### src/rtl/product_pkg.sv
// Shared product-path types: gather stage state/pad defaults and product stage types.
package product_pkg;

    // Lanes carried by one bundle from the gather stage into the product stage.
    localparam int unsigned PRODUCT_LANES = 4;

    // Fill value for bundle slots above the last real word.
    localparam int unsigned GATHER_DEFAULT_PAD = 1;

    // Gather stage: assembling words, or holding a finished bundle behind a busy output bank.
    typedef enum logic {
        G_FILL = 1'b0,
        G_WAIT = 1'b1
    } gather_state_t;

    // Product stage handshake state.
    typedef enum logic {
        P_IDLE = 1'b0,
        P_BUSY = 1'b1
    } product_state_t;

    // Real-word count of a bundle that completes with the given slot index.
    function automatic logic [2:0] gather_words(input logic [1:0] slot);
        return {1'b0, slot} + 3'd1;
    endfunction

endpackage

### src/rtl/quad_gather.sv
// Gathers up to four serial words into one parallel bundle with a one-deep skid
// (the assembly bank) in front of the output bank.
module quad_gather
    import product_pkg::*;
#(
    parameter int unsigned    W   = 32,
    parameter logic [W-1:0]   PAD = W'(GATHER_DEFAULT_PAD)
) (
    input  logic          i_clk,
    input  logic          i_reset_n,
    input  logic          i_in_valid,
    output logic          o_in_ready,
    input  logic [W-1:0]  i_in_data,
    input  logic          i_in_last,
    output logic          o_out_valid,
    output logic [W-1:0]  o_data0,
    output logic [W-1:0]  o_data1,
    output logic [W-1:0]  o_data2,
    output logic [W-1:0]  o_data3,
    output logic [2:0]    o_out_words,
    input  logic          i_out_ready
);

    gather_state_t state;
    gather_state_t state_next;

    logic [1:0]   cnt;
    logic [W-1:0] asm_bank [PRODUCT_LANES];
    logic [2:0]   held_words;

    logic [W-1:0] bundle [PRODUCT_LANES];
    logic [2:0]   bundle_words;

    logic accept;
    logic complete;
    logic out_free;

    // Handshake decode: ready is a pure function of state.
    always_comb begin
        o_in_ready = (state == G_FILL);
        accept     = i_in_valid & o_in_ready;
        complete   = accept & ((cnt == 2'd3) | i_in_last);
        out_free   = ~o_out_valid | i_out_ready;
    end

    // Bundle as it looks on the completing accept: stored words, the incoming word, then pad.
    always_comb begin
        bundle_words = gather_words(cnt);
        for (int unsigned i = 0; i < PRODUCT_LANES; i++) begin
            if (i < 32'(cnt)) begin
                bundle[i] = asm_bank[i];
            end else if (i == 32'(cnt)) begin
                bundle[i] = i_in_data;
            end else begin
                bundle[i] = PAD;
            end
        end
    end

    // State register.
    always_ff @(posedge i_clk or negedge i_reset_n) begin
        if (!i_reset_n) begin
            state <= G_FILL;
        end else begin
            state <= state_next;
        end
    end

    // Next state: park in G_WAIT when a bundle completes behind a busy output bank.
    always_comb begin
        state_next = state;
        case (state)
            G_FILL: begin
                if (complete && !out_free) begin
                    state_next = G_WAIT;
                end
            end
            G_WAIT: begin
                if (out_free) begin
                    state_next = G_FILL;
                end
            end
            default: state_next = G_FILL;
        endcase
    end

    // Slot counter and assembly bank; a blocked bundle is captured whole, pad included.
    always_ff @(posedge i_clk or negedge i_reset_n) begin
        if (!i_reset_n) begin
            cnt        <= '0;
            held_words <= '0;
            for (int unsigned i = 0; i < PRODUCT_LANES; i++) begin
                asm_bank[i] <= '0;
            end
        end else if (accept) begin
            if (complete) begin
                cnt <= '0;
                if (!out_free) begin
                    held_words <= bundle_words;
                    for (int unsigned i = 0; i < PRODUCT_LANES; i++) begin
                        asm_bank[i] <= bundle[i];
                    end
                end
            end else begin
                asm_bank[cnt] <= i_in_data;
                cnt           <= cnt + 2'd1;
            end
        end
    end

    // Output bank: loads from the held bundle first, else from a completing accept.
    always_ff @(posedge i_clk or negedge i_reset_n) begin
        if (!i_reset_n) begin
            o_out_valid <= 1'b0;
            o_out_words <= '0;
            o_data0     <= '0;
            o_data1     <= '0;
            o_data2     <= '0;
            o_data3     <= '0;
        end else if (state == G_WAIT) begin
            if (out_free) begin
                o_out_valid <= 1'b1;
                o_out_words <= held_words;
                o_data0     <= asm_bank[0];
                o_data1     <= asm_bank[1];
                o_data2     <= asm_bank[2];
                o_data3     <= asm_bank[3];
            end
        end else if (complete && out_free) begin
            o_out_valid <= 1'b1;
            o_out_words <= bundle_words;
            o_data0     <= bundle[0];
            o_data1     <= bundle[1];
            o_data2     <= bundle[2];
            o_data3     <= bundle[3];
        end else if (o_out_valid && i_out_ready) begin
            o_out_valid <= 1'b0;
        end
    end

endmodule

### config.mk
export PLATFORM = sky130hd
export DESIGN_NAME = quad_gather
export DESIGN_NICKNAME = d
export VERILOG_FILES = /design/src/rtl/product_pkg.sv /design/src/rtl/quad_gather.sv
export SDC_FILE = /design/constraint.sdc
export NUM_CORES = 1
export LEC_CHECK = 0
export CORE_UTILIZATION = 40
export CTS_BUF_LIST = sky130_fd_sc_hd__clkbuf_4 sky130_fd_sc_hd__clkbuf_8 sky130_fd_sc_hd__clkbuf_16
export DETAILED_ROUTE_END_ITERATION = 8
export GPL_TIMING_DRIVEN = 0
export PLACE_DENSITY = 0.73
export SYNTH_ARGS = -nofsm -noshare
export SYNTH_HDL_FRONTEND = slang
export SYNTH_SLANG_ARGS = --single-unit
### constraint.sdc
create_clock -name i_clk -period 2.5 [get_ports i_clk]
set_clock_uncertainty 0.2 [all_clocks]
set_input_delay 0.25 -clock i_clk [delete_from_list [all_inputs] [get_ports i_clk]]
set_output_delay 0.25 -clock i_clk [all_outputs]
set_load 0.05 [all_outputs]
### Word-level counts from Yosys, hierarchy flattened

Index checks and enable logic that the tools add are counted.

* word-level logic and storage cells: 81
* register bits after elaboration: 266
* output and inout bits: 133
* input bits: 37

* mux-type cells: 35
* add/subtract/negate cells: 2
* magnitude comparators: 5
* reduce and logical (&&, ||, !) cells: 12
* equality and inequality tests: 6
* bitwise operators: 8

Operators by type and width (count)
* $mux 32: 20
* $mux 128: 2
* $bwmux 128: 1
* $demux 32 s2: 1
* $mux 3: 3
* $mux 1: 6
* $reduce_and 2->1: 3
* $eq 2x2->1 const A: 2
* $logic_and 1x1->1: 4
* $lt 1x2->1 const A: 2
* $add 2x1->3 const B: 1
* $ge 3x3->1 const B: 1
* $lt 3x1->1 const B: 1
* $not 1->1: 3
* $not 2->3: 1
* $reduce_and 3->1: 1
* $reduce_bool 3->1: 1
* $add 2x1->2 const B: 1
* $and 1x1->1: 2
* $eq 1x2->1 const A: 1
* $eq 2x2->1 const B: 1
* $logic_not 2->1: 1
* $lt 2x2->1 const A: 1
* $mux 2: 1
* 6 further kinds: 7

### Depth between registers and ports, before layout

Gate-level depths: netlist of run 1.

* depth in word-level cells: 7
* gate-level depth with buffers: 9
* gate-level depth less buffers: 6

### Worst setup path after synthesis of run 1

No wires, ideal clock.

* kind: register to register
* start: register cnt[0]
* end: register asm_bank[33] (netlist bit)
* required time: 2172 ps
* buffers on the path: 3
* path slack: 254 ps
* clock period less this slack: 2246 ps
* cell stages (with the launch flop): 9
* library setup time: 128 ps
* arrival: 1919 ps
* cells stage by stage: dfrtp_1 ha_1 buf_2 or2_0 buf_2 a21oi_4 o211ai_1 buf_4 mux2_1

* cells in the longest elaborated chain, start to end: 7
* elaborated cells on any way between the ends: 18
* classes of those cells: order compare: 3; eq/ne: 3; mux: 7; bitwise: 3; reduce/logical: 2

RTL lines
* from (decl): line quad_gather.sv:27 `logic [1:0] cnt;`
* from (signal assigned): line quad_gather.sv:106 `cnt <= cnt + 2'd1;`
* $not 2->3 (not written as such): line quad_gather.sv:105 `asm_bank[cnt] <= i_in_data;`
* $ge 3x3->1 (not written as such) or $lt 3x1->1 (tied branches): line quad_gather.sv:105
* $logic_and 1x1->1 (not written as such): line quad_gather.sv:105
* $mux 32 (not written as such): line quad_gather.sv:105
* $demux 32 s2: line quad_gather.sv:105
* $bwmux 128: line quad_gather.sv:105
* $mux 128: line quad_gather.sv:96 `if (complete) begin`
* to (signal, indexed assignment): line quad_gather.sv:101 `asm_bank[i] <= bundle[i];`
* to (signal, indexed assignment): line quad_gather.sv:105
* to (decl): line quad_gather.sv:28 `logic [W-1:0] asm_bank [PRODUCT_LANES];`

Parallel ways exist; a longest one is shown, timed or not. The select of a mux whose other input is x is not followed.
A chain may end at the register's enable or synchronous reset.

### Worst setup path in the final report of run 1

* start: register cnt[1]
* end: register asm_bank[34] (netlist bit)

Same word-level chain as after synthesis.

==> metrics.txt, run 1 <==
Reg2Reg Depth 9; Root Driver clkbuf_16; final slew viol count 0; critical path, cell by cell ha_1, buf_4, or2_1, buf_6, a21oi_4, o211ai_1, buf_4, buf_4, mux2_1; vias in the first global route just under 9000; met3 Usage GRT 3.78%; initial core utilization 40.6%; Worst-Margin Slew 0.948 ns; RR Startpoint cnt[1]$_DFFE_PN0P_; Initial DRC Count just under 600; Clock Path Buffers 3; # DRC 0; clk_lat worst skew 0.53 ns; cell area power density between 1000 and 1500 mW/mm2; Fmax ~0.41 GHz; Fillers 2489; Inserted Diodes 0; synthesis-to-finish area growth 29.5%; kind of critical path flop to flop; largest net degree at the start of global routing roughly 130; chip width 172 um; Die Y 172 um; drt wl/cell ~19 um; top cell type's share of synthesized area 57.3%; most frequent cells after synthesis dfrtp_1, nand2_1, o21ai_0; Req. time, crit path 2.71 ns; cell mode on critical path buf_4; cell taking the most area after synthesis dfrtp_1; Relative slew margins 36.6%; status finished clean; maxcap violations 0; grt met1 use between 20% and 30%; dpl cells around 1600; FF+latch count, synth 266; total power 0.0162 W; final worst path period need about 2.5 ns; DR pass1 iterations 5; worst reg2reg setup slack 0.04 ns; Post-Layout Cell Count roughly 1700; syn_nets 1101; worst-path fanout max 10; full die area 0.0297 mm2; Hold Path Class primary input to async pin; count of different cell masters after synthesis 27; TritonCTS clock tree yes; Area contributors post-synth dfrtp_1, mux2_2, mux2i_1; CTS sink cnt about 270; syn avg cell area 11.0 um2; most common cell in the netlist dfrtp_1; hold slack around 0.19 ns; slowest CP cell dfrtp_2; first-pass GRT wire length 49.3 mm; Async S/R FF share, synth 100%; type of origin of the critical path flop; row count 62; cts bufs inserted 28; gr ovfl total 0; CTS H-tree depth 1; mapped cell area 0.0116 mm2; dominant synthesized flop cell dfrtp_1; RR Endpoint asm_bank[34]$_DFFE_PN0P_; worst vdd ir 0.743 mV; grt peak-use layer met2; EDFF count, synth 0; CP peak stage delay roughly 0.44 ns; I/O pins 170; Detail Placement HPWL 21.7 mm; routed via count a little under 9000; Syn. warnings 0; critical path capture point type flop; post-synthesis sequential area ratio 57.3%; GR Layer Usage met2 35.6%; Static Leak around 7 nW; drt via density between 5 and 6; RePlAce Congestion 0.816; Reg clk slew, reported paths 0.06 ns; Mapped Cells around 1100; setup violators final 0; antenna-violating nets left 0; I/O Buffers approximately 170; Final Hold Viols 0; fin crit share just under 100%; layout net count 1313; layout cells sized above 1 around 16%; WL final 31.7 mm; Worst Path Arrival 2.67 ns; Core Area 0.0286 mm2; Global Route Usage Sum around 22%; initial antenna violation count 0
flip-flops by register name (all words and copies together), names as in the netlist:
name and count:
asm_bank 128, cnt 2, held_words 3, o_data0 32
o_data1 32, o_data2 32, o_data3 32, o_out_valid 1
o_out_words 3, state 1
how the worst max path moves through the flow:
stage	start	to	slack, ns	cells after the start
6_report	cnt[1]$_DFFE_PN0P_	asm_bank[34]$_DFFE_PN0P_	0.04	9
5_1_grt	cnt[1]$_DFFE_PN0P_	asm_bank[34]$_DFFE_PN0P_	-0.02	9
4_1_cts	cnt[0]$_DFFE_PN0P_	asm_bank[33]$_DFFE_PN0P_	-0.03	8
3_5_place_dp	cnt[1]$_DFFE_PN0P_	o_data0[30]$_DFFE_PN0P_	-0.32	7
3_3_place_gp	i_reset_n	o_data1[17]$_DFFE_PN0P_	-10.40	1
2_1_floorplan	cnt[0]$_DFFE_PN0P_	asm_bank[33]$_DFFE_PN0P_	0.25	8
through the flow:
stage / utilization (%) / setup slack (ns) / cell area, um2 / TNS (ns)
CTS: 52.3 / -0.0281 / 15000 / -0.280
detailed placement: 48.4 / -0.325 / 13900 / -36.98
floorplan: - / 0.254 / 11600 / 0
global placement: 48.2 / -10.40 / 13800 / -2794.20
global route: 52.6 / -0.0197 / 15100 / -0.0705
finish: 52.6 / 0.0361 / 15100 / 0
cells by family (layout without fill, tap and decap cells):
family | after synthesis | count (layout) | synth area share [%]
flops | 266 | 266 | 57.3
simple gates | 249 | 249 | 9.14
compound gates | 209 | 209 | 10.2
mux | 199 | 199 | 18.2
buf+inv | 131 | 362 | 4.61
fa+ha+maj | 5 | 5 | 0.538
power by group:
group | total [W] | switching (W) | internal (W) | leakage (nW)
sequential | 0.00600 | 0.000582 | 0.00542 | 3.50
combinational | 0.00569 | 0.00362 | 0.00207 | 3.00
clock | 0.00450 | 0.00170 | 0.00280 | 0.502
total | 0.0162 | 0.00590 | 0.0103 | 7.00
per-layer routing:
| metal | routed length [um] | up-vias |
|---|---|---|
| met3 | 2180 | 63 |
| li1 | - | 4026 |
| met2 | 14800 | 296 |
| met5 | 0 | - |
| met4 | 841 | 0 |
| met1 | 13900 | 4361 |
cell type report:
cell class                      count  area (um2)  area share, %
Buffer                             74         404           2.69
Sequential cell                   266        6660           44.2
Tap cell                          384         480           3.19
Inverter                           56         210           1.40
Clock inverter                     12         191           1.27
Timing Repair Buffer              183        1840           12.2
Clock buffer                       37         817           5.43
Multi-Input combinational cell    662        4450           29.5
worst max-delay path, delay by kind of cell, from the launching register on:
family                   cells  cell delay (ns)
buffers and inverters        4             0.65
flip-flops                   1             0.44
multiplexers                 1             0.31
AO/OA/AOI/OAI                2             0.30
AND/OR/NAND/NOR              1             0.24
adder cells (fa/ha/maj)      1             0.19
cell usage in the layout (no fill, tap or decap), drive strengths merged:
cell type      synthesis  routed
bufinv                 0       5
a22o                  31      31
a21oi                 37      37
nor2                   8       8
or2                    1       1
nand2b                 3       3
clkinvlp               0       1
clkbuf                43      80
dfrtp                266     266
dlygate4sd3            0       2
and3                  32      32
buf                   32      45
a21o                   1       1
o21a                   2       2
mux2i                100     100
nand2                187     187
o2bb2ai                1       1
ha                     5       5
mux2                  99      99
clkdlybuf4s50          0     167
inv                   56      56
o211ai                 2       2
and2                  10      10
clkinv                 0       6
nand3                  6       6
nor2b                  2       2
o21ai                135     135
timing repair:
| action | 4_1_cts | 5_1_grt |
|---|---|---|
| resized for setup | 33 | 34 |
| setup endpoints to repair | 233 | 248 |
| endpoints found under the hold margin | 266 | 0 |
| gates cloned | 0 | 1 |
| hold buffers | 2 | 0 |
| buffers inserted | 2 | 7 |
| pin swaps | 0 | 2 |
No activity file was read; power rests on OpenSTA's default activity.
==> run 2: changes to the inputs <==
--- a/config.mk
+++ b/config.mk
@@ -9,7 +9,7 @@
 export CTS_BUF_LIST = sky130_fd_sc_hd__clkbuf_4 sky130_fd_sc_hd__clkbuf_8 sky130_fd_sc_hd__clkbuf_16
 export DETAILED_ROUTE_END_ITERATION = 8
 export GPL_TIMING_DRIVEN = 0
-export PLACE_DENSITY = 0.73
+export PLACE_DENSITY = 0.75
 export SYNTH_ARGS = -nofsm -noshare
 export SYNTH_HDL_FRONTEND = slang
 export SYNTH_SLANG_ARGS = --single-unit
==> constraint.sdc (replaced) <==
create_clock -name i_clk -period 2.1 [get_ports i_clk]
set_clock_uncertainty 0.2 [all_clocks]
set_input_delay 0.21 -clock i_clk [delete_from_list [all_inputs] [get_ports i_clk]]
set_output_delay 0.21 -clock i_clk [all_outputs]
set_load 0.05 [all_outputs]
==> run 2 against run 1 <==
  * The run now ends with setup timing left
  * Wire length is 6.1% higher
  * Hold slack got worse by 0.17 ns
  * First-iteration DRC count is 25% higher
  * Maximum frequency up 11%
  * Sequential cell count unchanged
  * Setup slack worse by 0.16 ns
  * Register-to-register slack lost 0.16 ns
  * Sequential share of layout area shrank 1.8 points
  * Via count up 2.3%
  * Critical path type unchanged
  * Critical endpoint is now asm_bank[37]$_DFFE_PN0P_
==> metrics.txt, run 2 (synthesis results as in run 1) <==
status finished with violations; failing checks setup timing; CP peak stage delay 0.43 ns (about the same); unrepaired setup endpoints after global routing yes; RR Startpoint cnt[0]$_DFFE_PN0P_; setup TNS -3.21 ns (-3.21 ns); routed via count 8944 (+2.3%); setup violators final 74 (+74); synthesis-to-finish area growth 34.9%; Root Driver clkbuf_16; initial antenna violation count 1 (+1); Final Hold Viols 0 (unchanged); Reg2Reg Depth 8 (-1); hold slack 0.0220 ns (-0.166 ns); WL final 33.6 mm (+6.1%); Global Route Usage Sum 22.6% (+0.81 points); kind of critical path flop to flop; Static Leak 7.93 nW (+13%); layout net count 1331 (+1.4%); initial core utilization 40.6% (unchanged); Clock Path Buffers 3 (unchanged); final slew viol count 0 (unchanged); clk_lat worst skew 0.54 ns (about the same); maxcap violations 0 (unchanged); # DRC 0 (unchanged); commonest non-fill, non-tap cell in the layout dfrtp_1; worst vdd ir 0.548 mV (-26%); Die Y 172 um (unchanged); Initial DRC Count 724 (+25%); Reg clk slew, reported paths 0.06 ns (about the same); full die area 0.0297 mm2 (unchanged); Fillers 2442 (-1.9%); CTS H-tree depth 1 (unchanged); critical path capture point type flop; worst reg2reg setup slack -0.12 ns (-0.16 ns); cts bufs inserted 29 (+3.6%); drt wl/cell 19.9 um (+5.1%); Core Area 0.0286 mm2 (unchanged); DR pass1 iterations 6 (+1); max FFs per register 128 (unchanged); gr ovfl total 0 (unchanged); slowest CP cell dfrtp_2; drt via density 5.29 (+1.3%); Worst Path Buf+Inv 3 (-1); Fmax 0.450 GHz (+11%); largest net degree at the start of global routing 125 (-0.79%); vias in the first global route 9172 (+4.9%); Detail Placement HPWL 22.1 mm (+1.7%); worst-path fanout max 6 (-4); pre-CTS setup slack -0.555 ns (-0.230 ns); row count 62 (unchanged); chip width 172 um (unchanged); RR Endpoint asm_bank[37]$_DFFE_PN0P_; most frequent cells in the layout dfrtp_1, nand2_1, dlygate4sd2_1, o21ai_0, mux2i_1; antenna-violating nets left 0 (unchanged); most flop-heavy register asm_bank; CTS sink cnt 266 (unchanged); final worst path period need 2.22 ns (-0.241 ns); Worst-Margin Slew 0.630 ns (-0.317 ns); I/O Buffers 169 (unchanged); Worst Path Arrival 2.43 ns (-0.24 ns); TritonCTS clock tree yes; layout cells sized above 1 20.7% (+4.2 points); critical path, cell by cell ha_4, or2_0, buf_4, a21oi_4, o211ai_1, buf_6, buf_12, mux2_4; type of origin of the critical path flop; cell area power density 1230 mW/mm2 (+15%); I/O pins 170 (unchanged); Relative slew margins 58.0% (+21 points); fin crit share 106% (+7.3 points); Inserted Diodes 0 (unchanged); first-pass GRT wire length 51.0 mm (+3.4%); RePlAce Congestion 0.843 (+3.3%); Req. time, crit path 2.31 ns (-0.40 ns); final setup margin -0.123 ns (-0.159 ns); largest delay contributor family on the critical path buffers and inverters; Hold Path Class primary input to async pin
run 2: cell types whose count changed in the layout (fill, tap and decap cells not counted), moves of 10 or more:
cell / delta
buf_12: +13
o21ai_1: +12
mux2_4: +11
clkbuf_4: +13
clkdlybuf4s50_1: -132
clkbuf_2: -10
buf_2: -10
dlygate4sd2_1: +124
buf_6: +18
clkbuf_1: -11
o21ai_0: -20
run 2: worst max path at each step:
stage,startpoint,endpoint,slack (ns),cells after the start
after CTS,cnt[0]$_DFFE_PN0P_,o_data2[22]$_DFFE_PN0P_,-0.07,7
after detailed placement,i_in_valid,asm_bank[21]$_DFFE_PN0P_,-0.55,7
after global placement,i_reset_n,o_data2[20]$_DFFE_PN0P_,-10.82,1
final,cnt[0]$_DFFE_PN0P_,asm_bank[37]$_DFFE_PN0P_,-0.12,8
after global routing,cnt[0]$_DFFE_PN0P_,asm_bank[35]$_DFFE_PN0P_,-0.20,8
after floorplan,cnt[1]$_DFFE_PN0P_,asm_bank[33]$_DFFE_PN0P_,-0.13,8
run 2: layout make-up:
cell class | instances | area, um2 | share of cell area, %
Buffer | 70 | 664 | 4.24
Inverter | 56 | 220 | 1.40
Clock inverter | 5 | 104 | 0.663
Multi-Input combinational cell | 662 | 4620 | 29.5
Tap cell | 384 | 480 | 3.07
Clock buffer | 43 | 887 | 5.66
Sequential cell | 266 | 6660 | 42.5
Timing Repair Buffer | 204 | 2040 | 13.0
run 2: metrics by stage:
step           instance area (um2)  instances  total power (W)  util (%)
2_1_floorplan                11700       1059           0.0116         -
3_3_place_gp                 13900       1612           0.0138      48.4
3_5_place_dp                 13900       1614           0.0140      48.6
4_1_cts                      15300       1678           0.0191      53.3
5_1_grt                      15700       1690           0.0202      54.8
6_report                     15700       1690           0.0193      54.8
run 2: timing repair:
| action | 4_1_cts | 5_1_grt |
|---|---|---|
| hold buffers | 2 | 0 |
| setup buffers | 15 | 11 |
| resized for setup | 241 | 105 |
| pin swaps | 6 | 5 |
| setup endpoints to repair | 384 | 255 |
| endpoints found under the hold margin | 142 | 0 |
| cloned | 2 | 3 |
run 2: power by group:
part	total [W]	internal [W]	switching (W)
clock	0.00528	0.00326	0.00202
sequential	0.00713	0.00645	0.000679
combinational	0.00691	0.00240	0.00451
run 2: tightest hold or removal path: stages:
cell and delay, ns:
dlygate4sd3_1 0.56, buf_8 0.13, buf_12 0.22
run 2: layer usage:
layer  share of wire [%]  vias to the layer above  track usage, %
met4                 2.0                        0            6.73
met1                  43                     4508            29.3
met2                  49                      320            38.1
li1                    -                     4058               -
met3                 6.1                       58            4.42
met5                   0                        -               0
